--- src/rtl/quad_encoder_bank_pkg.sv ---
// Shared definitions for the quadrature encoder bank: direction codes, the forward
// Gray sequence on {A,B}, and the step classification used by every channel.
package quad_encoder_bank_pkg;

  localparam logic DIR_FWD = 1'b1;
  localparam logic DIR_REV = 1'b0;

  localparam logic [1:0] GRAY_S0 = 2'b00;
  localparam logic [1:0] GRAY_S1 = 2'b10;
  localparam logic [1:0] GRAY_S2 = 2'b11;
  localparam logic [1:0] GRAY_S3 = 2'b01;

  typedef enum logic [1:0] {
    STEP_NONE = 2'd0,
    STEP_FWD  = 2'd1,
    STEP_REV  = 2'd2,
    STEP_ILL  = 2'd3
  } step_t;

  function automatic logic [1:0] gray_fwd_next(input logic [1:0] ab);
    case (ab)
      GRAY_S0: return GRAY_S1;
      GRAY_S1: return GRAY_S2;
      GRAY_S2: return GRAY_S3;
      default: return GRAY_S0;
    endcase
  endfunction

  function automatic step_t decode_step(input logic [1:0] prev_ab, input logic [1:0] cur_ab);
    if (prev_ab == cur_ab)
      return STEP_NONE;
    else if (cur_ab == gray_fwd_next(prev_ab))
      return STEP_FWD;
    else if (prev_ab == gray_fwd_next(cur_ab))
      return STEP_REV;
    else
      return STEP_ILL;
  endfunction

endpackage

--- src/rtl/quad_enc_channel.sv ---
// One encoder channel: 2-flop sync and glitch filter per pin, registered x4 decode,
// signed position counter with optional saturation, last direction and sticky error.
module quad_enc_channel
  import quad_encoder_bank_pkg::*;
#(
  parameter int CNT_W    = 16,
  parameter int FILT_LEN = 3,
  parameter int SATURATE = 0
) (
  input  logic                    clk,
  input  logic                    resetb,
  input  logic                    enc_a,
  input  logic                    enc_b,
  input  logic                    cnt_clr,
  input  logic                    err_clr,
  output logic signed [CNT_W-1:0] count,
  output logic                    dir,
  output logic                    err
);

  localparam int FC_W = (FILT_LEN < 2) ? 1 : $clog2(FILT_LEN);
  localparam logic [FC_W-1:0] FC_LAST = FC_W'(FILT_LEN - 1);
  localparam logic signed [CNT_W-1:0] CNT_MAX = {1'b0, {(CNT_W-1){1'b1}}};
  localparam logic signed [CNT_W-1:0] CNT_MIN = {1'b1, {(CNT_W-1){1'b0}}};

  logic [1:0] w_raw;
  logic [1:0] r_sync1;
  logic [1:0] r_sync2;
  logic [1:0] w_filt;
  logic [1:0] r_prev_ab;
  step_t      w_step;
  step_t      r_step;
  logic signed [CNT_W-1:0] r_count;
  logic signed [CNT_W-1:0] w_cnt_next;
  logic       r_dir;
  logic       r_err;

  assign w_raw = {enc_a, enc_b};

  always_ff @(posedge clk or negedge resetb) begin
    if (!resetb) begin
      r_sync1 <= '0;
      r_sync2 <= '0;
    end else begin
      r_sync1 <= w_raw;
      r_sync2 <= r_sync1;
    end
  end

  // Bit 1 is A, bit 0 is B; each pin owns its own stability counter.
  genvar gi;
  generate
    for (gi = 0; gi < 2; gi++) begin : g_pin
      logic [FC_W-1:0] r_fcnt;
      logic            r_filt;

      always_ff @(posedge clk or negedge resetb) begin
        if (!resetb) begin
          r_fcnt <= '0;
          r_filt <= 1'b0;
        end else if (r_sync2[gi] == r_filt) begin
          r_fcnt <= '0;
        end else if (r_fcnt == FC_LAST) begin
          r_filt <= r_sync2[gi];
          r_fcnt <= '0;
        end else begin
          r_fcnt <= r_fcnt + FC_W'(1);
        end
      end

      assign w_filt[gi] = r_filt;
    end
  endgenerate

  assign w_step = decode_step(r_prev_ab, w_filt);

  always_comb begin
    w_cnt_next = r_count;
    case (r_step)
      STEP_FWD: if (!(SATURATE != 0 && r_count == CNT_MAX)) w_cnt_next = r_count + CNT_W'(1);
      STEP_REV: if (!(SATURATE != 0 && r_count == CNT_MIN)) w_cnt_next = r_count - CNT_W'(1);
      default:  w_cnt_next = r_count;
    endcase
  end

  // A clear drops any coincident step entirely; a new illegal step beats err_clr.
  always_ff @(posedge clk or negedge resetb) begin
    if (!resetb) begin
      r_prev_ab <= '0;
      r_step    <= STEP_NONE;
      r_count   <= '0;
      r_dir     <= 1'b0;
      r_err     <= 1'b0;
    end else begin
      r_prev_ab <= w_filt;
      r_step    <= w_step;
      if (cnt_clr) begin
        r_count <= '0;
      end else begin
        r_count <= w_cnt_next;
        if (r_step == STEP_FWD)
          r_dir <= DIR_FWD;
        else if (r_step == STEP_REV)
          r_dir <= DIR_REV;
      end
      if (r_step == STEP_ILL)
        r_err <= 1'b1;
      else if (err_clr)
        r_err <= 1'b0;
    end
  end

  assign count = r_count;
  assign dir   = r_dir;
  assign err   = r_err;

endmodule

--- src/rtl/quad_encoder_bank.sv ---
// Bank of N_CH quadrature decoders with an atomic snapshot array and a registered
// read mux; selects beyond the last channel read as zero.
module quad_encoder_bank
  import quad_encoder_bank_pkg::*;
#(
  parameter int N_CH     = 3,
  parameter int CNT_W    = 16,
  parameter int FILT_LEN = 3,
  parameter int SATURATE = 0,
  localparam int SEL_W   = (N_CH > 1) ? $clog2(N_CH) : 1
) (
  input  logic                    clk,
  input  logic                    resetb,
  input  logic [N_CH-1:0]         enc_a,
  input  logic [N_CH-1:0]         enc_b,
  input  logic [N_CH-1:0]         cnt_clr,
  input  logic [N_CH-1:0]         err_clr,
  input  logic                    snap,
  input  logic [SEL_W-1:0]        rd_sel,
  output logic signed [CNT_W-1:0] rd_count,
  output logic [N_CH-1:0]         dir,
  output logic [N_CH-1:0]         err
);

  localparam int N_TBL = 2 ** SEL_W;

  logic signed [CNT_W-1:0] w_count  [N_CH];
  logic signed [CNT_W-1:0] w_rd_tbl [N_TBL];
  logic signed [CNT_W-1:0] r_rd_count;

  genvar gi;
  generate
    for (gi = 0; gi < N_CH; gi++) begin : g_ch
      logic signed [CNT_W-1:0] r_shadow;

      quad_enc_channel #(
        .CNT_W   (CNT_W),
        .FILT_LEN(FILT_LEN),
        .SATURATE(SATURATE)
      ) u_chan (
        .clk    (clk),
        .resetb (resetb),
        .enc_a  (enc_a[gi]),
        .enc_b  (enc_b[gi]),
        .cnt_clr(cnt_clr[gi]),
        .err_clr(err_clr[gi]),
        .count  (w_count[gi]),
        .dir    (dir[gi]),
        .err    (err[gi])
      );

      // Shadow sees the live value before this edge, so a coincident step or clear is excluded.
      always_ff @(posedge clk or negedge resetb) begin
        if (!resetb)
          r_shadow <= '0;
        else if (snap)
          r_shadow <= w_count[gi];
      end

      assign w_rd_tbl[gi] = r_shadow;
    end

    for (gi = N_CH; gi < N_TBL; gi++) begin : g_pad
      assign w_rd_tbl[gi] = '0;
    end
  endgenerate

  always_ff @(posedge clk or negedge resetb) begin
    if (!resetb)
      r_rd_count <= '0;
    else
      r_rd_count <= w_rd_tbl[rd_sel];
  end

  assign rd_count = r_rd_count;

endmodule

--- config.mk ---
export PLATFORM = sky130hd
export DESIGN_NAME = quad_encoder_bank
export DESIGN_NICKNAME = d
export VERILOG_FILES = /design/src/rtl/quad_encoder_bank_pkg.sv /design/src/rtl/quad_enc_channel.sv /design/src/rtl/quad_encoder_bank.sv
export SDC_FILE = /design/constraint.sdc
export NUM_CORES = 1
export LEC_CHECK = 0
export ABC_AREA = 1
export CAP_MARGIN = 0
export CORE_MARGIN = 8
export CORE_UTILIZATION = 47
export CTS_CLUSTER_SIZE = 30
export DETAILED_ROUTE_END_ITERATION = 10
export PLACE_DENSITY = 0.65
export RECOVER_POWER = 50
export SETUP_SLACK_MARGIN = 0.15
export SLEW_MARGIN = 20
export SYNTH_ARGS = -nofsm -noshare
export SYNTH_HDL_FRONTEND = slang
export SYNTH_SLANG_ARGS = --single-unit
--- constraint.sdc ---
create_clock -name clk -period 2 [get_ports clk]
set_input_delay 0.5 -clock clk [delete_from_list [all_inputs] [get_ports clk]]
set_output_delay 0.5 -clock clk [all_outputs]
set_load 0.02 [all_outputs]
==> results.cfg, run 1 <==
[power]
p_per_area_nw_per_um2 = 1571
peakVddDrop_mv = 1.003
switchingPower_uw = 7755
combPwrFrac_pct = 52.0
p_leak_uw = 0.005888
swShare_pct = 41.81
total_power_uw = 18550
p_seq_share_pct = 28.2
pwr-share-clk_pct = 19.8
p_int_uw = 10790

[setup_path]
crit_arrival_ns = 2.28
cp.required_ns = 2.31
cp-start-kind = flop
critical_path_class = reg2reg
crit_chain = inv_2 -> ha_4 -> inv_6 -> nand2_4 -> nand2_1 -> inv_1 -> ha_2 -> a21oi_2 -> nor2_1 -> nand2_1 -> nand2_2 -> nand3_2 -> nand3_2 -> nand2_1 -> nand3_1 -> nand2_1
critical_path.top_delay_family = simple AND/OR/NAND/NOR gates
end_kind = flop
worstPathMaxFanout = 6
crit_slowest_cell = dfrtp_1
cpMostUsedCell = nand2_1
slowest_delay_ns = 0.39
cp.buffers_inverters = 3

[synthesis]
ys_types = 36
synth_top_family_by_area = simple AND/OR/NAND/NOR gates
synth.area.top_cells = dfrtp_1 44%, nand2_1 15%, inv_1 7.8%
syn_area_per_cell_um2 = 7.458
synth_simple_gate_area_share_pct = 26.53
synth_adder_area_share_pct = 2.888
ys_ff_latch = 160
ys_seq_area_share_pct = 44.00
syn-num-nets = 1258
netlist_instances = 1220
synth_area_um2 = 9099
post-synth-top-area-fraction_pct = 44.00
synth_warnings = 0
muxShareOfSynthArea_pct = 1.898
synth-xor-area-share_pct = 3.575
yosysTopAreaCell = dfrtp_1
synth_compound_area_share_pct = 10.64

[cells_and_area]
fin_area_um2 = 11810
fin_nets = 1379
area_growth_pct = 29.76
drive_above_1_share_pct = 23.93
fillers = 1685
diodes = 0
stdcell_count = 1619

[timing]
fin_tns_setup_ns = 0
min_period_ns = 1.971
fmax_mhz = 507.4
grt_setup_unrepaired = yes
slew_viol_final = 0
holdWs_ns = 0.2800
finalSetupViolCount = 0
fin_crit_sh_pct = 98.54
slew_headroom_pct = 26.27
worst_pin_slew_ns = 1.106
final.setup_skew_ns = 0.01282
hold_violations = 0

[die]
dieArea_um2 = 24070
die_y_um = 155.1
die_w_um = 155.1
boundaryPins = 39
core.rowCount = 51
fp.coreArea_um2 = 19210
start_util_pct = 47.37

[placed_design]
placedCellCount = 1554
port_buffers = 38
gp_congestion = 0.9288
hpwl_mm = 15.97
dpl-instance-area_um2 = 10350

[clock_network]
ctsHtreeMaxLevel = 4
cts_buffers = 17
hold_buffers = 0
path_clk_slew_ns = 0.07
numClockSinks = 160
cts_tree = built
clock_latency_ns = 0.42
clk_path_buf_depth = 2
clock-root-buffer = clkbuf_16

[detailed_routing]
dr.pass1.iters = 5
drc = 0
num_vias = 8042
drt_iter0_drc = 460
routedWlPerCell_um = 14.05
wl_mm = 22.75
routed_via_density = 4.967
drtAntennaViolNets = 0

[hold_path]
hold_path.class = in2async

[global_routing]
grt_max_degree = 41
grt_pass1_wl_mm = 37.72
antenna_found_initial = 0
grtUsageTotal_pct = 19.41
grt_overflow_total = 0
grt_pass1_vias = 7726

[status]
status = finished clean

[run]
cap_viol_max_count = 0
## synthesized netlist by cell type
library cell and instances:
o21ai_0 108, nand2_1 360, o21bai_1 6, xor2_4 2, nand2_4 1, dfrtp_1 160
a21oi_1 58, mux2_2 10, nand2_2 7, mux2i_1 6, nor2_4 7, o21bai_2 1
clkinv_1 1, clkbuf_1 18, xor2_1 5, inv_2 3, buf_4 10, buf_2 5
nand3_1 81, ha_1 21, nor3_1 13, and2b_1 1, inv_1 190, o32ai_1 1
xnor2_1 24, buf_6 5, o21ai_1 7, or2_2 1, or2_1 2, o22ai_1 6
nor2_1 75, or2_0 2, xor2_2 1, nor2_2 12, nand4_1 3, and2_1 7
## layer usage
layer | GRT usage, % | share of wire [%]
met4 | 6.440 | 2.5
met5 | 0 | 0
met1 | 24.93 | 46
met3 | 3.245 | 3.5
met2 | 32.69 | 48
## metrics by stage
stage / util, % / worst slack, ns
detailed placement: 53.88 / -0.002277
CTS: 59.12 / 0.08964
finish: 61.47 / 0.02919
floorplan: - / 0.1311
global route: 61.47 / -0.09835
global placement: 53.88 / 0.03935
## sequential cells by signal, summed over array words and instances, names as in the netlist
name	count
g_ch.r_shadow	48
g_ch.u_chan.count	48
rd_count	16
g_ch.u_chan.g_pin.r_fcnt	12
g_ch.u_chan.g_pin.r_filt	6
g_ch.u_chan.r_prev_ab	6
g_ch.u_chan.r_step	6
g_ch.u_chan.r_sync1	6
g_ch.u_chan.r_sync2	6
g_ch.u_chan.dir	3
g_ch.u_chan.err	3
## power by group through the flow
| stage | clock [uW] | combinational, uW | sequential [uW] |
|---|---|---|---|
| 6_report | 3670 | 9650 | 5230 |
| 5_1_grt | 3870 | 10700 | 5380 |
| 4_1_cts | 3740 | 8610 | 5220 |
| 3_5_place_dp | 0 | 7930 | 5260 |
| 3_3_place_gp | 0 | 7810 | 5210 |
| 2_1_floorplan | 0 | 5440 | 5090 |
## cells by family after synthesis
| family | count (synthesis) |
|---|---|
| and+or+nand+nor | 572 |
| buffers and inverters | 232 |
| DFF | 160 |
| AOI/OAI and AO/OA | 187 |
| adders and majority gates | 21 |
| xor gates and xnor gates | 32 |
| muxes | 16 |
## cells in the final DEF, fill, tap and decap left out, drive strengths merged, types with 7 or more instances in the layout
cell / netlist / layout
nor2: 94 / 94
o21bai: 7 / 7
mux2: 10 / 10
and2: 7 / 7
inv: 193 / 198
o21ai: 115 / 115
buf: 20 / 101
a21oi: 58 / 58
nor3: 13 / 13
dlygate4sd2: 0 / 22
clkbuf: 18 / 21
xnor2: 24 / 24
xor2: 8 / 8
nand3: 81 / 81
ha: 21 / 21
nand2: 368 / 368
clkdlybuf4s50: 0 / 8
dfrtp: 160 / 160
## worst paths after layout
| path | start | endpoint | slack [ns] | cells after the start |
|---|---|---|---|---|
| min reg2reg | g_ch[2].u_chan.r_sync1[0]$_DFF_PN0_ | g_ch[2].u_chan.r_sync2[0]$_DFF_PN0_ | 0.35 | 0 |
| max | g_ch[1].u_chan.r_step[0]$_DFF_PN0_ | g_ch[1].u_chan.count[12]$_DFFE_PN0P_ | 0.03 | 16 |
| min in group clk | g_ch[2].u_chan.r_sync1[0]$_DFF_PN0_ | g_ch[2].u_chan.r_sync2[0]$_DFF_PN0_ | 0.35 | 0 |
| max in group asynchronous | resetb | rd_count[4]$_DFF_PN0_ | 0.33 | 2 |
| min | resetb | g_ch[1].u_chan.count[9]$_DFFE_PN0P_ | 0.28 | 1 |
| max reg2reg | g_ch[1].u_chan.r_step[0]$_DFF_PN0_ | g_ch[1].u_chan.count[12]$_DFFE_PN0P_ | 0.03 | 16 |
## repair_timing
item                                    in CTS  in global routing
endpoints found under the setup margin      53                 40
setup buffers                               12                 19
gates resized for setup                     90                119
gates cloned                                 1                  1
pin swaps                                   27                 38
## layout make-up
cell class | count | area (um2) | share of cell area, %
multi-input cells | 828 | 4773 | 40.43
flip-flops and latches | 160 | 4004 | 33.91
repair buffers | 140 | 1287 | 10.91
inverters | 194 | 744.5 | 6.306
clock buffers | 18 | 439.2 | 3.720
well taps | 265 | 331.6 | 2.808
clock inverters | 14 | 226.5 | 1.918
No activity file was read; power rests on OpenSTA's default activity.
==> inputs of run 2 (changes only) <==
- SETUP_SLACK_MARGIN: 0.15 -> unset
==> run 2 against run 1 <==
Compared with the run above: sequential share of layout area rose by 2.3 points; final cell count fell by 1.9%; sequential cell count did not move; combinational power fell by 15%; total power fell by 10%; sequential power barely moved; final area fell by 6.3%; die area did not move; global-route usage fell by 1.1 points; clock power fell by 14%; critical path type unchanged; critical endpoint is now g_ch[1].u_chan.count[4]$_DFFE_PN0P_; largest cell class unchanged; highest routed layer unchanged.
==> results.cfg, run 2 (synthesis results as in run 1) <==
[cells_and_area]
area_growth_pct = 21.63
diodes = 0
layout_common_cells = 337 x nand2_1, 184 x inv_1, 160 x dfrtp_1, 101 x o21ai_0, 78 x nand3_1
final_common_cell = nand2_1
drive_above_1_share_pct = 16.25
fin_nets = 1348
fin_area_um2 = 11070
post-route-util_pct = 57.62

[clock_network]
clock-root-buffer = clkbuf_16
clk_path_buf_depth = 2
numClockSinks = 160
ctsHtreeMaxLevel = 4
hold_buffers = 0
path_clk_slew_ns = 0.07
cts_tree = built
clock_latency_ns = 0.43
cts_buffers = 17

[timing]
hold_violations = 0
grt_setup_unrepaired = yes
fmax_mhz = 515.8
fin_crit_sh_pct = 96.94
finalSetupViolCount = 0
min_period_ns = 1.939
slew_viol_final = 0
final.setup_skew_ns = 0.008162
fin_tns_setup_ns = 0
worst_pin_slew_ns = 1.298
setup_ws_ns = 0.06113
slew_headroom_pct = 13.49

[placed_design]
hpwl_mm = 15.96
dp_slack_ns = -0.03694
port_buffers = 38
dpl-instance-area_um2 = 10140
gp_congestion = 0.8744

[detailed_routing]
routed_via_density = 4.934
wl_mm = 21.57
drtAntennaViolNets = 0
drt_iter0_drc = 475
drc = 0
num_vias = 7835
dr.pass1.iters = 5
routedWlPerCell_um = 13.59

[setup_path]
cp.required_ns = 2.31
end_kind = flop
critical_path_class = reg2reg
crit_path_start = g_ch[1].u_chan.r_step[0]$_DFF_PN0_
worstPathMaxFanout = 5
crit_arrival_ns = 2.25
cp-start-kind = flop
r2r-start = g_ch[1].u_chan.r_step[0]$_DFF_PN0_

[power]
p_leak_uw = 0.005504
total_power_uw = 16610
p_per_area_nw_per_um2 = 1501
peakVddDrop_mv = 0.7788

[die]
start_util_pct = 47.37
dieArea_um2 = 24070
die_y_um = 155.1
fp.coreArea_um2 = 19210
core.rowCount = 51
die_w_um = 155.1
boundaryPins = 39

[global_routing]
grt_max_degree = 53
grt_pass1_wl_mm = 35.74
grt_overflow_total = 0
grtUsageTotal_pct = 18.35
antenna_found_initial = 0
grt_pass1_vias = 7420

[status]
status = finished clean

[run]
cap_viol_max_count = 0

[hold_path]
hold_path.class = in2async
==> run 2: cell count changes in the layout (fill, tap and decap cells not counted), moves of 7 or more <==
cell | previous run | this run
inv_2 | 14 | 6
nor2_4 | 22 | 11
o21ai_0 | 93 | 101
buf_4 | 77 | 55
nand2_4 | 10 | 3
nand2_1 | 297 | 337
nand2_2 | 60 | 28
inv_1 | 175 | 184
clkdlybuf4s50_1 | 8 | 30
dlygate4sd2_1 | 22 | 0
==> run 2: layer usage <==
metal	up-vias	routed length (um)	global-route usage (%)	share of wire, %
li1	3985	-	-	-
met1	3698	10180	24.47	47
met2	132	10450	30.45	48
met3	20	715	3.273	3.3
met4	0	232	4.340	1.1
met5	-	0	0	0
==> run 2: through the flow <==
step | hold WS, ns | cells
detailed placement | 0.3364 | 1544
CTS | 0.03686 | 1576
global route | 0.3456 | 1588
floorplan | 0.2044 | 1220
global placement | 0.3333 | 1544
finish | 0.3416 | 1588
==> run 2: power by group <==
| part | internal, uW | total (uW) | switching [uW] |
|---|---|---|---|
| Sequential | 4300 | 5220 | 913 |
| Clock | 1790 | 3140 | 1360 |
| Combinational | 3450 | 8250 | 4790 |
==> run 2: layout make-up <==
class,instances,area (um2)
Clock buffer,21,460.4
Sequential cell,160,4004
Fill cell,1766,8140
Inverter,194,735.7
Clock inverter,11,105.1
Multi-Input combinational cell,828,4449
Tap cell,265,331.6
Timing Repair Buffer,109,980.9
==> run 2: worst paths after layout <==
path                                                        endpoint  slack [ns]  depth (start not counted)
worst max-delay path             g_ch[1].u_chan.count[4]$_DFFE_PN0P_        0.06                         13
min in group clk                 g_ch[2].u_chan.r_sync2[0]$_DFF_PN0_        0.34                          0
worst min register to register   g_ch[2].u_chan.r_sync2[0]$_DFF_PN0_        0.34                          0
worst max register to register   g_ch[1].u_chan.count[4]$_DFFE_PN0P_        0.06                         13
worst min-delay path            g_ch[1].u_chan.count[14]$_DFFE_PN0P_        0.34                          1
max in group asynchronous        g_ch[0].u_chan.r_sync1[1]$_DFF_PN0_        0.41                          2
==> run 2: critical path, cell delays in order (launching register included) <==
cell and delay [ns]:
dfrtp_1 0.39, inv_2 0.08, ha_4 0.19, nand2_1 0.10, nand2_1 0.08, inv_1 0.04, ha_1 0.18, a21oi_2 0.12
nor2_1 0.07, nand2_1 0.08, nand2_2 0.08, or2_2 0.27, nand3_1 0.07, o21ai_0 0.07
==> run 2: what timing repair did <==
item                                   4_1_cts  5_1_grt
endpoints found under the hold margin        0        0
buffers inserted                             0       12
setup endpoints to repair                    6       33
pin swaps                                    0       22
gates cloned                                 0        0
resized for setup                            4       90
==> inputs of run 3 (changes only) <==
- CORE_MARGIN: 8 -> 1
==> run 3 against run 2 <==
Compared with the run above: total power up 2.4%; via count up 0.82%; wire length up 1.2%; fmax up 0.70%; combinational power up 2.7%; critical endpoint is now g_ch[0].u_chan.count[15]$_DFFE_PN0P_; highest routed layer unchanged.
==> results.cfg, run 3 (synthesis results as in run 1) <==
[status]
status = finished clean

[power]
switchingPower_uw = 7262
peakVddDrop_mv = 0.8863
combPwrFrac_pct = 49.8
total_power_uw = 17010
p_seq_share_pct = 30.5
p_leak_uw = 0.005579
pwr-share-clk_pct = 19.7
p_per_area_nw_per_um2 = 1510
swShare_pct = 42.70
p_int_uw = 9744

[setup_path]
worstPathMaxFanout = 7
slowest_delay_ns = 0.40
crit_slowest_cell = dfrtp_1
crit_arrival_ns = 2.26
cp.required_ns = 2.33
critical_path.top_delay_family = compound AO/OA/AOI/OAI gates
cp.buffers_inverters = 2
end_kind = flop
cpMostUsedCell = nand2_1
critical_path_class = reg2reg
cp-start-kind = flop
crit_chain = buf_4 -> ha_2 -> clkinvlp_4 -> a21oi_1 -> a21oi_1 -> nand2_2 -> nand2_1 -> nand2_1 -> nand2_1 -> nand3_1 -> nand2_1
r2r_slack_ns = 0.07

[clock_network]
hold_buffers = 0
clock-root-buffer = clkbuf_16
cts_tree = built
ctsHtreeMaxLevel = 4
clock_latency_ns = 0.44
numClockSinks = 160
clk_path_buf_depth = 2
path_clk_slew_ns = 0.07
cts_buffers = 17

[cells_and_area]
final_common_cell = nand2_1
diodes = 0
layout_common_cells = 323 x nand2_1, 182 x inv_1, 160 x dfrtp_1, 97 x o21ai_0, 77 x nand3_1
drive_above_1_share_pct = 19.54
area_growth_pct = 23.80
fin_nets = 1361
fillers = 1677
fin_area_um2 = 11260
post-route-util_pct = 59.82

[detailed_routing]
drc = 0
routed_via_density = 4.949
routedWlPerCell_um = 13.68
drtAntennaViolNets = 0
dr.pass1.iters = 5
wl_mm = 21.83
num_vias = 7899
drt_iter0_drc = 389

[timing]
finalSetupViolCount = 0
slew_viol_final = 0
final.setup_skew_ns = 0.008985
fin_tns_setup_ns = 0
hold_violations = 0
fin_crit_sh_pct = 96.27
fmax_mhz = 519.4
min_period_ns = 1.925
worst_pin_slew_ns = 1.232
grt_setup_unrepaired = yes
holdWs_ns = 0.3094
slew_headroom_pct = 17.83

[global_routing]
grtUsageTotal_pct = 22.98
grt_max_degree = 48
antenna_found_initial = 0
grt_overflow_total = 0
grt_pass1_vias = 7373
grt_pass1_wl_mm = 35.98

[die]
die_y_um = 141.1
die_w_um = 141.1
start_util_pct = 48.32
boundaryPins = 39
core.rowCount = 50
fp.coreArea_um2 = 18830
dieArea_um2 = 19920

[placed_design]
dpl-instance-area_um2 = 10220
port_buffers = 38
hpwl_mm = 15.66
gp_congestion = 0.9369

[hold_path]
hold_path.class = in2async

[run]
cap_viol_max_count = 0
-- run 3: cell types whose count changed in the layout (fill, tap and decap cells not counted), moves of 3 or more --
cell and delta:
buf_4 +14, a21oi_2 +9, a21oi_1 -8, nor2_1 -5
nor2_4 +3, nand2_1 -14, o21ai_1 +3, inv_6 +3
nand2_2 +16, o21ai_0 -4
-- run 3: path summary, 6_finish.rpt --
| kind | startpoint | cells past startpoint | end |
|---|---|---|---|
| max reg2reg | g_ch[0].u_chan.r_step[1]$_DFF_PN0_ | 11 | g_ch[0].u_chan.count[15]$_DFFE_PN0P_ |
| max in group asynchronous | resetb | 2 | g_ch[2].r_shadow[6]$_DFFE_PN0P_ |
| max | g_ch[0].u_chan.r_step[1]$_DFF_PN0_ | 11 | g_ch[0].u_chan.count[15]$_DFFE_PN0P_ |
| min reg2reg | g_ch[1].u_chan.r_sync1[1]$_DFF_PN0_ | 0 | g_ch[1].u_chan.r_sync2[1]$_DFF_PN0_ |
| min | resetb | 1 | g_ch[0].u_chan.count[0]$_DFFE_PN0P_ |
| min in group clk | g_ch[1].u_chan.r_sync1[1]$_DFF_PN0_ | 0 | g_ch[1].u_chan.r_sync2[1]$_DFF_PN0_ |
-- run 3: layer usage --
layer  wire (um)  vias to the layer above  global-route usage [%]
met5           0                        -                       0
met1       10160                     3673                   31.08
met4         374                        0                   7.208
met3        1013                       28                   4.042
met2       10280                      181                   37.52
li1            -                     4017                       -
-- run 3: repair_timing --
action / in CTS / in global routing
setup buffers: 0 / 10
pin swaps: 0 / 36
gates resized for setup: 6 / 127
endpoints found under the setup margin: 10 / 37
-- run 3: final cells by class --
class	count	area (um2)	area share, %
Multi-Input combinational cell	828	4532	40.23
Tap cell	260	325.3	2.888
Clock inverter	13	148.9	1.322
Clock buffer	19	452.9	4.021
Timing Repair Buffer	122	1060	9.408
Inverter	194	742.0	6.587
Sequential cell	160	4004	35.54
-- run 3: power groups by stage --
stage	clock network, uW	logic (uW)	registers, uW
6_report	3360	8470	5180
5_1_grt	3530	9530	5310
4_1_cts	3410	7640	5140
3_5_place_dp	0	7530	5180
3_3_place_gp	0	7420	5170
2_1_floorplan	0	5310	5060
-- run 3: metrics by stage --
step | worst slack, ns | std cells
global route | -0.09991 | 1596
detailed placement | -0.06407 | 1554
CTS | 0.01334 | 1586
floorplan | -0.02851 | 1220
finish | 0.07453 | 1596
global placement | -0.02775 | 1554
